`config.mk`:
```
export PLATFORM = sky130hd
export DESIGN_NAME = tdm_mux8_flat
export DESIGN_NICKNAME = d
export VERILOG_FILES = /design/src/rtl/tdm_mux8_if.sv /design/src/rtl/tdm_mux8.sv /design/src/flat_wrapper.sv
export SDC_FILE = /design/constraint.sdc
export NUM_CORES = 1
export LEC_CHECK = 0
export BUFFER_PORTS_ARGS = -buffer_cell sky130_fd_sc_hd__buf_2
export CELL_PAD_IN_SITES_DETAIL_PLACEMENT = 1
export CELL_PAD_IN_SITES_GLOBAL_PLACEMENT = 1
export CORE_UTILIZATION = 30
export CTS_CLUSTER_SIZE = 25
export DETAILED_ROUTE_END_ITERATION = 8
export PLACE_DENSITY = 0.59
export REMOVE_ABC_BUFFERS = 1
export SETUP_SLACK_MARGIN = 0.5
export SLEW_MARGIN = 20
export SYNTH_ARGS = -nofsm -noshare
export SYNTH_HDL_FRONTEND = slang
export SYNTH_SLANG_ARGS = --single-unit
```
`constraint.sdc`:
```
create_clock -name clk -period 4.7 [get_ports clk]
set_input_delay 1.41 -clock clk [delete_from_list [all_inputs] [get_ports clk]]
set_output_delay 1.41 -clock clk [all_outputs]
set_load 0.02 [all_outputs]
```
`src/rtl/tdm_mux8_if.sv`:
```
// Purpose: frame-in / beat-out handshake bundle for the eight-lane TDM multiplexer.
// Latency: none; this is wiring only.
// Backpressure: in_valid/in_ready on the frame side, out_valid/out_ready on the beat side.
//
// Ports carried:
//   in_valid, in_data[8*LANE_W], lane_en[8]  -> frame offered by upstream
//   in_ready                                 <- frame taken this cycle
//   out_valid, out_data[LANE_W], out_sel[3]  <- current beat and its lane index
//   out_last                                 <- beat is the highest enabled lane
//   out_ready                                -> downstream takes the beat
// Modport slave is the multiplexer's view; master is the surrounding logic's view.
interface tdm_mux8_if #(
    parameter int LANE_W = 1
);
    logic                  in_valid;
    logic                  in_ready;
    logic [8*LANE_W-1:0]   in_data;
    logic [7:0]            lane_en;
    logic                  out_valid;
    logic                  out_ready;
    logic [LANE_W-1:0]     out_data;
    logic [2:0]            out_sel;
    logic                  out_last;

    modport slave (
        input  in_valid, in_data, lane_en, out_ready,
        output in_ready, out_valid, out_data, out_sel, out_last
    );

    modport master (
        output in_valid, in_data, lane_en, out_ready,
        input  in_ready, out_valid, out_data, out_sel, out_last
    );
endinterface

```
`src/rtl/tdm_mux8.sv`:
```
// Purpose: serialises the enabled lanes of an eight-lane frame, ascending index, tagged with lane number.
// Latency: first beat valid the cycle after the frame is accepted; one beat per cycle thereafter.
// Backpressure: out_ready low freezes the current beat; a new frame is taken only when idle or on the last beat.
//
// Ports:
//   clk, rst_n  : single rising-edge clock, asynchronous active-low reset
//   bus         : tdm_mux8_if.slave (frame input, beat output, handshakes)
//   frame_cnt   : count of completed frames, wraps 255 -> 0
module tdm_mux8 #(
    parameter int LANE_W = 1
) (
    input  logic         clk,
    input  logic         rst_n,
    tdm_mux8_if.slave    bus,
    output logic [7:0]   frame_cnt
);

    typedef enum logic {
        IDLE = 1'b0,
        SEND = 1'b1
    } state_t;

    state_t              state_q;
    logic [8*LANE_W-1:0] frame_q;
    logic [7:0]          mask_q;
    logic [2:0]          sel_q;
    logic [7:0]          cnt_q;

    logic [7:0]          above;
    logic                sending;
    logic                last;
    logic                beat_done;
    logic                accept;

    // Index of the lowest set bit; callers only use it on a nonzero mask.
    function automatic logic [2:0] lowest_set(input logic [7:0] m);
        logic [2:0] idx;
        idx = 3'd0;
        for (int i = 7; i >= 0; i--) begin
            if (m[i]) begin
                idx = 3'(i);
            end
        end
        return idx;
    endfunction

    assign sending   = (state_q == SEND);
    // Enabled lanes strictly above the current one; empty means this beat closes the frame.
    assign above     = mask_q & (8'hFE << sel_q);
    assign last      = sending && (above == 8'h00);
    assign beat_done = sending && bus.out_ready;
    // The last beat frees the frame register on the same edge, so a waiting frame loads bubble-free.
    assign accept    = bus.in_valid && bus.in_ready;

    assign bus.in_ready  = !sending || (beat_done && last);
    assign bus.out_valid = sending;
    assign bus.out_sel   = sel_q;
    assign bus.out_last  = last;
    assign bus.out_data  = sending ? frame_q[sel_q*LANE_W +: LANE_W] : '0;
    assign frame_cnt     = cnt_q;

    always_ff @(posedge clk or negedge rst_n) begin
        if (!rst_n) begin
            state_q <= IDLE;
            frame_q <= '0;
            mask_q  <= 8'h00;
            sel_q   <= 3'd0;
            cnt_q   <= 8'h00;
        end else begin
            if (beat_done && last) begin
                cnt_q <= cnt_q + 8'd1;
            end

            if (accept) begin
                frame_q <= bus.in_data;
                mask_q  <= bus.lane_en;
                if (bus.lane_en != 8'h00) begin
                    state_q <= SEND;
                    sel_q   <= lowest_set(bus.lane_en);
                end else begin
                    // Empty frame: swallowed, nothing emitted, not counted.
                    state_q <= IDLE;
                end
            end else if (beat_done) begin
                if (last) begin
                    state_q <= IDLE;
                end else begin
                    // Jump straight to the next enabled lane; disabled lanes cost no cycles.
                    sel_q <= lowest_set(above);
                end
            end
        end
    end

endmodule

```
`src/flat_wrapper.sv`:
```
// flat-port wrapper written by rule: the top's interface ports become plain ports
module tdm_mux8_flat 
#(
    parameter int LANE_W = 1
)
  (clk, rst_n, frame_cnt, bus_in_valid, bus_in_data, bus_lane_en, bus_out_ready, bus_in_ready, bus_out_valid, bus_out_data, bus_out_sel, bus_out_last);
  tdm_mux8_if #(.LANE_W(LANE_W)) bus_i ();
  input  logic clk;
  input  logic rst_n;
  output logic [7:0] frame_cnt;
  input wire logic [$bits(bus_i.in_valid)-1:0] bus_in_valid;
  input wire logic [$bits(bus_i.in_data)-1:0] bus_in_data;
  input wire logic [$bits(bus_i.lane_en)-1:0] bus_lane_en;
  input wire logic [$bits(bus_i.out_ready)-1:0] bus_out_ready;
  output wire logic [$bits(bus_i.in_ready)-1:0] bus_in_ready;
  output wire logic [$bits(bus_i.out_valid)-1:0] bus_out_valid;
  output wire logic [$bits(bus_i.out_data)-1:0] bus_out_data;
  output wire logic [$bits(bus_i.out_sel)-1:0] bus_out_sel;
  output wire logic [$bits(bus_i.out_last)-1:0] bus_out_last;
  assign bus_i.in_valid = bus_in_valid;
  assign bus_i.in_data = bus_in_data;
  assign bus_i.lane_en = bus_lane_en;
  assign bus_i.out_ready = bus_out_ready;
  assign bus_in_ready = bus_i.in_ready;
  assign bus_out_valid = bus_i.out_valid;
  assign bus_out_data = bus_i.out_data;
  assign bus_out_sel = bus_i.out_sel;
  assign bus_out_last = bus_i.out_last;
  tdm_mux8 #(.LANE_W(LANE_W)) u_core (.clk(clk), .rst_n(rst_n), .bus(bus_i), .frame_cnt(frame_cnt));
endmodule
```
== Word-level counts from Yosys, hierarchy flattened ==
Index checks and enable logic that the tools add are counted.
W data, S select, Z words.
Cells by class
  shift operators: 2
  $add $sub $neg: 1
  multiplexer cells: 25
  bitwise operators: 1
  eq/ne operators: 2
  reduce and logical (&&, ||, !) cells: 12
Operator list (number)
  $mux W3: 20
  $add A8 B1 Y8 const B: 1
  $and A8 B8 Y8: 1
  $logic_not A8 Y1: 1
  $reduce_bool A8 Y1: 1
  $shiftx A8 B4 Y1: 1
  $shl A8 B3 Y8 const A: 1
  $mux W1: 5
  $logic_and A1 B1 Y1: 4
  $ne A2 B2 Y1 const B: 2
  $reduce_bool A2 Y1: 2
  $reduce_and A3 Y1: 1
  $reduce_and A2 Y1: 1
  $logic_not A1 Y1: 1
  $logic_or A1 B1 Y1: 1
Storage, ports and cells
  bits in registers: 28
  word-level logic and storage cells: 48

== Longest topological paths before layout ==
Gate-level depths: netlist of the first run.
  word-level depth: 13
  mapped depth: 8
  gate-level depth less buffers: 5

== Worst setup path after synthesis of the first run ==
No wires, ideal clock.
  kind: input port to output port
  start: input bus_out_ready
  end: output bus_in_ready
  arrival time: 2.180 ns
  path buffers: 0
  stages on the path: 2
  path slack: 1.110 ns
  path through: inv_1 -> o41ai_2
On the way
  word-level cells in the longest chain between the ends: 3
RTL lines
  from (decl): RTL line flat_wrapper.sv:14  | input wire logic [$bits(bus_i.out_ready)-1:0] bus_out_ready;
  $logic_and A1 B1 Y1: RTL line tdm_mux8.sv:51  | assign beat_done = sending && bus.out_ready;
  $logic_and A1 B1 Y1: RTL line tdm_mux8.sv:55  | assign bus.in_ready = !sending || (beat_done && last);
  $logic_or A1 B1 Y1: RTL line tdm_mux8.sv:55
  to (decl): RTL line flat_wrapper.sv:15  | output wire logic [$bits(bus_i.in_ready)-1:0] bus_in_ready;
No other way between the ends.

== Worst setup path in the final report of the first run ==
Ends and elaborated chain as after synthesis.

==> summary.md, run 1 <==
| Metric | Value |
|---|---|
| DRC Markers | 0 |
| Hold-critical path depth | 1 |
| Slew margin rel. | 45.63% |
| Yosys cell types | 44 |
| Worst slew pin tran | approximately 0.8 ns |
| Worst VDD drop | a little under 0.3 mV |
| Fin. Hold Viols | 0 |
| Number of flops mapped to enable cells by yosys | 0 |
| Final Max Tran Viols | 0 |
| PostCTS Resize Cnt | 0 |
| Worst R2R Path Depth | 6 |
| Most common cell in the netlist | dfrtp_1 |
| Gpl congestion | 0.8968 |
| Hold Path Class | register to register |
| Post-CTS Hold Buffers | 0 |
| Met3 Use GR | under 10% |
| Die area | about 0.0053 mm^2 |
| Area grow syn2layout | 17.26% |
| Final period utilization | between 70% and 80% |
| Critical path type | primary input to primary output |
| Pin count of the biggest net entering global routing | 28 |
| Async set or reset register ratio after synthesis | 100.0% |
| Max-cap violations | 0 |
| HPWL after DPL | approximately 2.8 mm |
| R2R setup slack | between 1.5 and 2 ns |
| Die Span X | 73.07 um |
| Clock skew | around 0.0087 ns |
| Avg Vias per Cell | just under 5 |
| Core Area | roughly 0.0048 mm^2 |
| Synth top area share | about 45% |
| Vias in the first global route | roughly 1200 |
| Num ports | 35 |
| Fin nets | ~190 |
| Total GRT Usage | between 10% and 20% |
| Grt met1 use | 19.53% |
| Max Fclk | between 0.2 and 0.3 GHz |
| Worst Path Arrival | 2.30 ns |
| DR pass1 iterations | 4 |
| Critical Path Sink Type | primary output |
| WHS | 0.4759 ns |
| Initial Utilization | between 30% and 40% |
| WL/cell | between 15 and 20 um |
| Port-buffer cells | 34 |
| Worst hold start | u_core.frame_cnt[7] |
| Reg-to-Reg Start | u_core.bus.out_sel[1] |
| Worst Hold End | u_core.frame_cnt[7] |
| Final wirelength | 3.636 mm |
| Sink Count | 27 |
| Fillers | 547 |
| Initial antenna violation count | 0 |
| Critical Path Start Type | primary input |
| Register area | approximately 680 um^2 |
| Ratio of cells with drive above 1 in the final layout | between 30% and 40% |
| Clk_lat worst skew | approximately 0.28 ns |
| Area leader, netlist | dfrtp_1 |
| Sequential-to-total area share from yosys stat | 44.59% |
| Synth Warn # | 0 |
| Number of synthesized register bits | 27 |
| DIE HEIGHT | ~73 um |
| Pwr dens | ~690 mW/mm^2 |
| Post-Synthesis Cells | 131 |
| Tmin final | approximately 3.7 ns |
| GR Util met2 | between 20% and 30% |
| Clock Path Buffers | 2 |
| Synth cell count leaders | 27 x dfrtp_1, 9 x mux2_4, 9 x nor2_1 |
| Vias | 1133 |
| Clock Tree Root | clkbuf_8 |
| Antenna Cells | 0 |
| End of the worst register-to-register path | u_core.frame_q[1] |
| Synth Area per Inst | approximately 12 um^2 |
| Post-route ant nets | 0 |
| Predominant post-synthesis flop cell | dfrtp_1 |
| Final setup viols | 0 |
| RSZ-0062 raised after global routing | false |
| Starting DRC count in detailed routing | 43 |
| # rows | 25 |
| Multi-input gate area | around 770 um^2 |
| Setup repair bufs after CTS | 0 |
| CTS tree | yes |
| CP Max Fanout | 6 |
| Clk slew on worst S/H paths | 0.09 ns |
| Mapped cell area | between 0.0015 and 0.002 mm^2 |
| CP required | around 3.3 ns |
| Run status | completed |
| Leak | between 0.7 and 0.8 nW |
| Number of buffers created by CTS | 3 |
| First-pass GRT wire length | about 6.2 mm |
| Grt total ovfl | 0 |
| H-tree levels | 1 |
| Setup tns final | 0 ns |
| Area contributors post-synth | dfrtp_1 45%, mux2_4 8.9%, mux2_2 4.5%, xnor2_1 3.5%, nor2_1 2.2% |
| Most Crowded Layer GR | met2 |
[sequential cells by signal, summed over array words and instances, names as in the netlist]
signal	cells
u_core.bus.out_valid	1
u_core.mask_q	7
u_core.bus.out_sel	3
u_core.frame_q	8
u_core.frame_cnt	8
[routing by layer]
layer,share of wire (%),vias to the layer above
li1,-,555
met4,1.2,0
met1,45,539
met2,50,32
met3,4.0,7
met5,0,-
[worst max-delay path, stage by stage]
cell and delay (ns):
buf_2 0.14, inv_1 0.06, o41ai_2 0.34, buf_4 0.19, buf_2 0.16
[cells in the final DEF (no fill, tap or decap), types with 2 or more instances in the layout]
cell,n
a21oi_1,5
and2_1,2
buf_2,34
clkbuf_8,3
dfrtp_1,27
inv_1,6
mux2_2,6
mux2_4,9
nand2_1,7
nand2b_1,2
nand3_1,3
nand4_1,4
nor2_1,9
nor2b_1,4
nor3_1,2
nor3b_1,2
nor4_1,2
o211ai_1,2
o21ai_0,4
o22ai_1,2
xnor2_1,6
[final cells by class]
class	count	share of cell area [%]
well taps	67	4.718
inverters	6	1.268
multi-input cells	93	43.45
flip-flops and latches	27	38.03
repair buffers	35	10.00
clock buffers	4	2.535
[report_power, final]
part	switching (mW)	internal [mW]
Clock	0.0754	0.0609
Sequential	0.125	0.333
Combinational	0.320	0.307
[metrics by stage]
step	cell area, um^2	utilization, %	power [mW]	setup slack, ns	cells
after global placement	1732	36.18	1.082	1.046	228
final	1777	37.12	1.220	0.9882	232
after global routing	1777	37.12	1.319	0.9604	232
after detailed placement	1732	36.18	1.097	0.9880	228
after CTS	1777	37.12	1.238	0.9774	232
after floorplan	1470	-	0.9000	1.110	126
[kinds of logic (layout without fill, tap and decap cells)]
logic type	after synthesis	count (layout)	synth area share [%]
flops	27	27	44.59
buf+inv	11	45	4.459
fa+ha+maj	1	1	0.8256
mux	17	17	16.60
compound gates	28	28	15.28
xor+xnor	7	7	4.046
simple gates	40	40	14.20
[worst max-delay path by stage]
stage,startpoint,to,slack (ns),cells after the start
2_1_floorplan,bus_out_ready,bus_in_ready,1.11,2
3_3_place_gp,bus_out_ready,bus_in_ready,1.05,5
3_5_place_dp,bus_out_ready,bus_in_ready,0.99,5
4_1_cts,bus_out_ready,bus_in_ready,0.98,5
5_1_grt,bus_out_ready,bus_in_ready,0.96,5
6_report,bus_out_ready,bus_in_ready,0.99,5
Power figures use the tool's default switching activity.
==> run 2: changes to the inputs <==
--- a/config.mk
+++ b/config.mk
@@ -5,13 +5,14 @@
 export SDC_FILE = /design/constraint.sdc
 export NUM_CORES = 1
 export LEC_CHECK = 0
+export ABC_AREA = 1
 export BUFFER_PORTS_ARGS = -buffer_cell sky130_fd_sc_hd__buf_2
 export CELL_PAD_IN_SITES_DETAIL_PLACEMENT = 1
 export CELL_PAD_IN_SITES_GLOBAL_PLACEMENT = 1
 export CORE_UTILIZATION = 30
 export CTS_CLUSTER_SIZE = 25
 export DETAILED_ROUTE_END_ITERATION = 8
-export PLACE_DENSITY = 0.59
+export PLACE_DENSITY = 0.63
 export REMOVE_ABC_BUFFERS = 1
 export SETUP_SLACK_MARGIN = 0.5
 export SLEW_MARGIN = 20
==> constraint.sdc (replaced) <==
create_clock -name clk -period 3.45 [get_ports clk]
set_input_delay 1.035 -clock clk [delete_from_list [all_inputs] [get_ports clk]]
set_output_delay 1.035 -clock clk [all_outputs]
set_load 0.02 [all_outputs]
==> run 2 against run 1 <==
  * Utilization increased by 0.46 points
  * Combinational power increased by 23%
  * Cell count increased by 28%
  * Final area increased by 1.9%
  * Synthesized cell count increased by 50%
  * Die area increased by 0.80%
  * Flip-flop and latch count unchanged
  * Via count increased by 20%
==> summary.md, run 2 <==
| Metric | Value |
|---|---|
| Antenna Cells | 0 (unchanged) |
| Register area | 679.4 um^2 (+0.56%) |
| Critical Path Sink Type | primary output |
| Max Fclk | around 0.36 GHz |
| Synth top area share | 44.23% (-0.37 points) |
| Total Power | 1.513 mW (+24%) |
| Sequential-to-total area share from yosys stat | 44.23% (-0.37 points) |
| RSZ-0062 raised after global routing | false |
| Most frequent cells in the layout | 69 x nand2_1, 34 x buf_2, 24 x dfrtp_1 |
| Grt total ovfl | 0 (unchanged) |
| Leak | 0.9985 nW (+26%) |
| CP max stage cell | dfrtp_2 |
| Vias in the first global route | 1361 (+11%) |
| Tmin final | 2.761 ns |
| Critical Path Max Stage Delay | 0.48 ns (+0.14 ns) |
| Fillers | 619 (+13%) |
| Final wirelength | 3.620 mm (-0.44%) |
| Total GRT Usage | 15.11% (-0.15 points) |
| Pin count of the biggest net entering global routing | 28 (unchanged) |
| Number of flops mapped to enable cells by yosys | 0 (unchanged) |
| Number of buffers created by CTS | 3 (unchanged) |
| Hold-critical path depth | 2 (+1) |
| Worst slew pin tran | 0.6165 ns (-0.1990 ns) |
| Final period utilization | 80.02% |
| Hold Path Class | register to register |
| WL/cell | 12.15 um (-22%) |
| HPWL after DPL | 2.779 mm (-0.14%) |
| Sink Count | 27 (unchanged) |
| Multi-input gate area | 745.7 um^2 (-3.4%) |
| Fin. Hold Viols | 0 (unchanged) |
| Most common cell in the netlist | nand2_1 |
| Clock Path Buffers | 2 (unchanged) |
| Area post-placement | 0.001738 mm^2 (+0.36%) |
| Critical Path Start Type | register |
| CP Max Fanout | 15 (+9) |
| First-pass GRT wire length | 6.348 mm (+2.8%) |
| Worst Path Arrival | 1.73 ns (-0.57 ns) |
| DIE HEIGHT | 73.36 um (+0.40%) |
| Most common cell after layout, fill and taps aside | nand2_1 |
| Final Max Tran Viols | 0 (unchanged) |
| Area grow syn2layout | 18.51% |
| Area leader, netlist | dfrtp_1 |
| Worst VDD drop | 0.3590 mV (+22%) |
| Area contributors post-synth | dfrtp_1 44%, nand2_1 17%, nand3_1 6.9%, o21ai_2 4.6%, inv_1 3.9% |
| Core Area | 0.004817 mm^2 (+0.65%) |
| Max-cap violations | 0 (unchanged) |
| Clk_lat worst skew | 0.27 ns (about the same) |
| Initial antenna violation count | 0 (unchanged) |
| Post-CTS Hold Buffers | 0 (unchanged) |
| Predominant post-synthesis flop cell | dfrtp_1 |
| Final setup viols | 0 (unchanged) |
| Ratio of cells with drive above 1 in the final layout | 27.27% (-8.5 points) |
| Clk slew on worst S/H paths | 0.09 ns (about the same) |
| Port-buffer cells | 34 (unchanged) |
| Starting DRC count in detailed routing | 43 (unchanged) |
| Post-placement cell count | 292 (+28%) |
| Slew margin rel. | 58.90% (+13 points) |
| Synth Area per Inst | 7.755 um^2 (-33%) |
| Avg Vias per Cell | 4.564 (-6.5%) |
| H-tree levels | 1 (unchanged) |
| DRC Markers | 0 (unchanged) |
| Yosys cell types | 28 (-36%) |
| Worst Setup Slack, final | 0.6892 ns (-0.2990 ns) |
| CP Cell Sequence | nor2_1 -> nand2_1 -> nand3_2 -> nor2_2 -> nand3_4 -> nand2_8 -> buf_2 |
| Place WS | 0.7406 ns (-0.2474 ns) |
| Clock Tree Root | clkbuf_8 |
| Async set or reset register ratio after synthesis | 100.0% (unchanged) |
| Worst R2R Path Depth | 11 (+5) |
| Layout Cell Area excl Fill | 0.001810 mm^2 (+1.9%) |
| DR pass1 iterations | 4 (unchanged) |
| Gpl congestion | 0.7546 (-16%) |
| Clock skew | 0.003304 ns (-0.005358 ns) |
| Setup tns final | 0 ns (unchanged) |
| Num ports | 35 (unchanged) |
| Die area | 0.005382 mm^2 (+0.80%) |
| Post-Synthesis Cells | 197 (+50%) |
| Initial Utilization | 31.71% (+0.054 points) |
| Post-route ant nets | 0 (unchanged) |
| Vias | 1360 (+20%) |
| Cell count along the critical path | 7 (+2) |
| CP required | 2.41 ns (-0.88 ns) |
| Critical path type | register to primary output |
| Pwr dens | 835.6 mW/mm^2 (+22%) |
| Mapped cell area | 0.001528 mm^2 (+0.83%) |
| Run status | completed |
| WP buf/inv | 1 (-3) |
| Synth cell count leaders | 69 x nand2_1, 27 x dfrtp_1, 21 x nand3_1 |
| Die Span X | 73.36 um (+0.40%) |
| # rows | 25 (unchanged) |
| Non-filler cells, final | 298 (+28%) |
| Number of synthesized register bits | 27 (unchanged) |
| Fin nets | 253 (+35%) |
| Cell family with most CP delay | simple AND/OR/NAND/NOR gates |
| CTS tree | yes |
| Synth Warn # | 0 (unchanged) |
==> run 2: timing repair <==
| item | CTS | global route |
|---|---|---|
| setup buffers | 0 | 2 |
| gates resized for setup | 0 | 4 |
| endpoints found under the hold margin | 0 | 0 |
| setup endpoints to repair | 0 | 1 |
==> run 2: kinds of logic (layout without fill, tap and decap cells) <==
| logic type | count (synthesis) | after routing | synth area share, % |
|---|---|---|---|
| AOI/OAI and AO/OA | 21 | 21 | 9.091 |
| xor gates and xnor gates | 6 | 6 | 3.440 |
| adders and majority gates | 1 | 1 | 0.8189 |
| buffers and inverters | 25 | 59 | 7.535 |
| DFF | 27 | 27 | 44.23 |
| and+or+nand+nor | 117 | 117 | 34.89 |
==> run 2: final timing paths <==
path	slack, ns	startpoint	endpoint
worst max-delay path	0.69	u_core.bus.out_sel[0]	bus_in_ready
worst min-delay path	0.47	u_core.frame_q[1]	u_core.frame_q[1]
worst max register to register	1.57	u_core.bus.out_sel[0]	u_core.bus.out_sel[2]
worst min register to register	0.47	u_core.frame_q[1]	u_core.frame_q[1]
max in group asynchronous	2.25	rst_n	u_core.bus.out_sel[1]
min in group asynchronous	0.77	rst_n	u_core.mask_q[3]
==> run 2: worst register-to-register path, stage by stage (launching register included) <==
cell and delay [ns]:
dfrtp_2 0.48, nor2_1 0.10, nand2_1 0.13, nand3_2 0.09, nor2_2 0.15, nand3_4 0.16
nand2_8 0.16, nand2_4 0.20, nand2_1 0.13, nand2_1 0.05, nand2_1 0.06, nand2_1 0.06
==> run 2: metal layers <==
layer	share of wire (%)	global-route usage (%)
met1	50	19.55
met2	46	26.75
met3	3.3	3.018
met4	0.41	1.923
met5	0	0
==> run 2: report_power, final <==
group | internal, mW | switching [mW]
clock | 0.0828 | 0.0990
combinational | 0.278 | 0.489
sequential | 0.443 | 0.121
==> run 2: cell type report <==
type | instances | share of cell area, %
Multi-Input combinational cell | 145 | 41.19
Tap cell | 67 | 4.630
Timing Repair Buffer | 36 | 10.23
Clock buffer | 4 | 2.488
Inverter | 19 | 3.939
Sequential cell | 27 | 37.53
==> run 2: stage by stage <==
step | hold WS (ns) | utilization, %
2_1_floorplan | 0.4366 | -
3_3_place_gp | 0.4518 | 36.08
3_5_place_dp | 0.4553 | 36.08
4_1_cts | 0.4805 | 37.01
5_1_grt | 0.5084 | 37.58
6_report | 0.4723 | 37.58
==> run 3: changes to the inputs <==
--- a/config.mk
+++ b/config.mk
@@ -12,7 +12,7 @@
 export CORE_UTILIZATION = 30
 export CTS_CLUSTER_SIZE = 25
 export DETAILED_ROUTE_END_ITERATION = 8
-export PLACE_DENSITY = 0.63
+export PLACE_DENSITY = 0.65
 export REMOVE_ABC_BUFFERS = 1
 export SETUP_SLACK_MARGIN = 0.5
 export SLEW_MARGIN = 20
==> constraint.sdc (replaced) <==
create_clock -name clk -period 2.2 [get_ports clk]
set_input_delay 0.66 -clock clk [delete_from_list [all_inputs] [get_ports clk]]
set_output_delay 0.66 -clock clk [all_outputs]
set_load 0.02 [all_outputs]
==> run 3 against run 2 <==
  * First-iteration DRC count shrank 19%
  * Flip-flop and latch count is the same
  * Wire length grew 18%
  * Highest routed layer unchanged
  * Via count grew 7.4%
  * Critical endpoint is now bus_out_data
  * Cell count grew 4.7%
  * Count of clock-buffer cells in the layout is the same
  * Register-to-register slack lost 1.2 ns
  * Largest cell class unchanged
==> summary.md, run 3 (same netlist as run 2, synthesis figures left out) <==
| Metric | Value |
|---|---|
| Clock skew | 0.002997 ns (-0.0003069 ns) |
| Clock Tree Root | clkbuf_8 |
| Layout Cell Area excl Fill | 0.002087 mm^2 (+15%) |
| Port-buffer cells | 34 (unchanged) |
| Final wirelength | 4.264 mm (+18%) |
| Final period utilization | a little over nine tenths |
| Cell count along the critical path | 6 (-1) |
| Starting DRC count in detailed routing | 35 (-19%) |
| WL/cell | 13.67 um (+13%) |
| Fin nets | 267 (+5.5%) |
| Critical Path Sink Type | primary output |
| Antenna Cells | 0 (unchanged) |
| Leak | 1.083 nW (+8.5%) |
| Vias in the first global route | 1415 (+4.0%) |
| Cell Int Power | 1.580 mW (+97%) |
| First-pass GRT wire length | 6.679 mm (+5.2%) |
| Fin. Hold Viols | 0 (unchanged) |
| Vias | 1460 (+7.4%) |
| Final Max Tran Viols | 0 (unchanged) |
| Area grow syn2layout | 36.61% |
| Worst VDD drop | 0.8650 mV (+140%) |
| Most frequent cells in the layout | 60 x nand2_1, 28 x buf_2, 24 x dfrtp_1 |
| Sequential share of power | 30.6% (-6.7 points) |
| DRC Markers | 0 (unchanged) |
| CTS tree | yes |
| CP Max Fanout | 8 (-7) |
| Critical Path Start Type | register |
| Most common cell after layout, fill and taps aside | nand2_1 |
| P_sw | 1.348 mW (+90%) |
| Total GRT Usage | 16.22% (+1.1 points) |
| Clk slew on worst S/H paths | 0.09 ns (about the same) |
| Initial antenna violation count | 0 (unchanged) |
| Max Fclk | approximately 0.47 GHz |
| Logic pwr share | 59.6% (+8.9 points) |
| Num ports | 35 (unchanged) |
| Area post-placement | 0.001753 mm^2 (+0.86%) |
| Die area | 0.005382 mm^2 (unchanged) |
| Hold Path Class | primary input to asynchronous set/reset pin |
| Core Area | 0.004817 mm^2 (unchanged) |
| Sink Count | 27 (unchanged) |
| Grt total ovfl | 0 (unchanged) |
| HPWL after DPL | 2.837 mm (+2.1%) |
| DIE HEIGHT | 73.36 um (unchanged) |
| Final setup viols | 0 (unchanged) |
| Place WS | 0.1379 ns (-0.6027 ns) |
| Ratio of cells with drive above 1 in the final layout | 38.37% (+11 points) |
| Critical Path Max Stage Delay | 0.47 ns (about the same) |
| Critical path type | register to primary output |
| Total Power | 2.929 mW (+94%) |
| Worst slew pin tran | 0.6758 ns (+0.05923 ns) |
| Max-cap violations | 0 (unchanged) |
| RSZ-0062 raised after global routing | true |
| H-tree levels | 1 (unchanged) |
| CP dominant cell by count | buf_4 |
| Tmin final | between 2 and 2.5 ns |
| Clock Path Buffers | 2 (unchanged) |
| Slew margin rel. | 54.95% (-3.9 points) |
| Worst Setup Slack, final | 0.06399 ns (-0.6253 ns) |
| CP max stage cell | dfrtp_2 |
| DR pass1 iterations | 3 (-1) |
| Gpl congestion | 0.7827 (+3.7%) |
| Avg Vias per Cell | 4.679 (+2.5%) |
| CP required | 1.54 ns (-0.87 ns) |
| Clock Power Share | 9.7% (-2.3 points) |
| Number of buffers created by CTS | 3 (unchanged) |
| Post-CTS Hold Buffers | 0 (unchanged) |
| Pwr dens | 1403 mW/mm^2 (+68%) |
| Clk_lat worst skew | 0.27 ns (about the same) |
| Cell family with most CP delay | flip-flops |
| Die Span X | 73.36 um (unchanged) |
| WP buf/inv | 2 (+1) |
| Worst R2R Path Depth | 12 (+1) |
| Run status | completed |
| Post-route ant nets | 0 (unchanged) |
| Sw Share | 46.04% (-0.84 points) |
| Initial Utilization | 31.71% (unchanged) |
| # rows | 25 (unchanged) |
| Worst Path Arrival | 1.48 ns (-0.25 ns) |
| CP Cell Sequence | buf_4 -> nor2_1 -> o22ai_1 -> o21ai_1 -> a31oi_1 -> buf_4 |
| Pin count of the biggest net entering global routing | 28 (unchanged) |
==> run 3: area by class of cell <==
type | count | area [um^2]
clock buffer | 4 | 45.04
fill | 618 | 2730
multi-input combinational | 147 | 868.3
timing repair buffer | 48 | 334.1
sequential | 27 | 679.4
inverter | 19 | 76.32
tap | 67 | 83.83
==> run 3: power groups by stage <==
stage | combinational [mW] | sequential, mW | clock [mW]
3_5_place_dp | 1.22 | 0.887 | 0
5_1_grt | 1.93 | 0.927 | 0.320
6_report | 1.75 | 0.897 | 0.285
3_3_place_gp | 1.22 | 0.886 | 0
2_1_floorplan | 0.810 | 0.910 | 0
4_1_cts | 1.40 | 0.880 | 0.306
==> run 3: path summary, 6_finish.rpt <==
check	startpoint	end	slack, ns
min in group clk	u_core.frame_q[3]	u_core.frame_q[3]	0.48
worst min-delay path	rst_n	u_core.mask_q[6]	0.41
worst max register to register	u_core.bus.out_sel[1]	u_core.mask_q[5]	0.38
max in group asynchronous	rst_n	u_core.bus.out_sel[1]	1.31
worst max-delay path	u_core.bus.out_sel[0]	bus_out_data	0.06
worst min register to register	u_core.frame_q[3]	u_core.frame_q[3]	0.48
==> run 3: metal layers <==
metal	wire length (um)	global-route usage [%]	share of wire, %
met4	98	3.419	2.3
met2	2124	27.98	50
met5	0	0	0
met1	1883	21.01	44
met3	157	3.292	3.7
==> run 3: repair_timing <==
item,CTS,global route
buffers inserted,5,7
endpoints found under the setup margin,25,29
hold endpoints to repair,0,0
gates cloned,1,1
gates resized for setup,14,34
pin swaps,3,9
==> run 3: through the flow <==
stage	utilization [%]	hold WS (ns)	TNS (ns)	cells
after global placement	36.39	0.4530	0	294
after CTS	39.27	0.4185	0	304
after floorplan	-	0.3644	0	191
after global routing	43.32	0.4376	-0.07144	312
after detailed placement	36.39	0.4565	0	294
final	43.32	0.4123	0	312
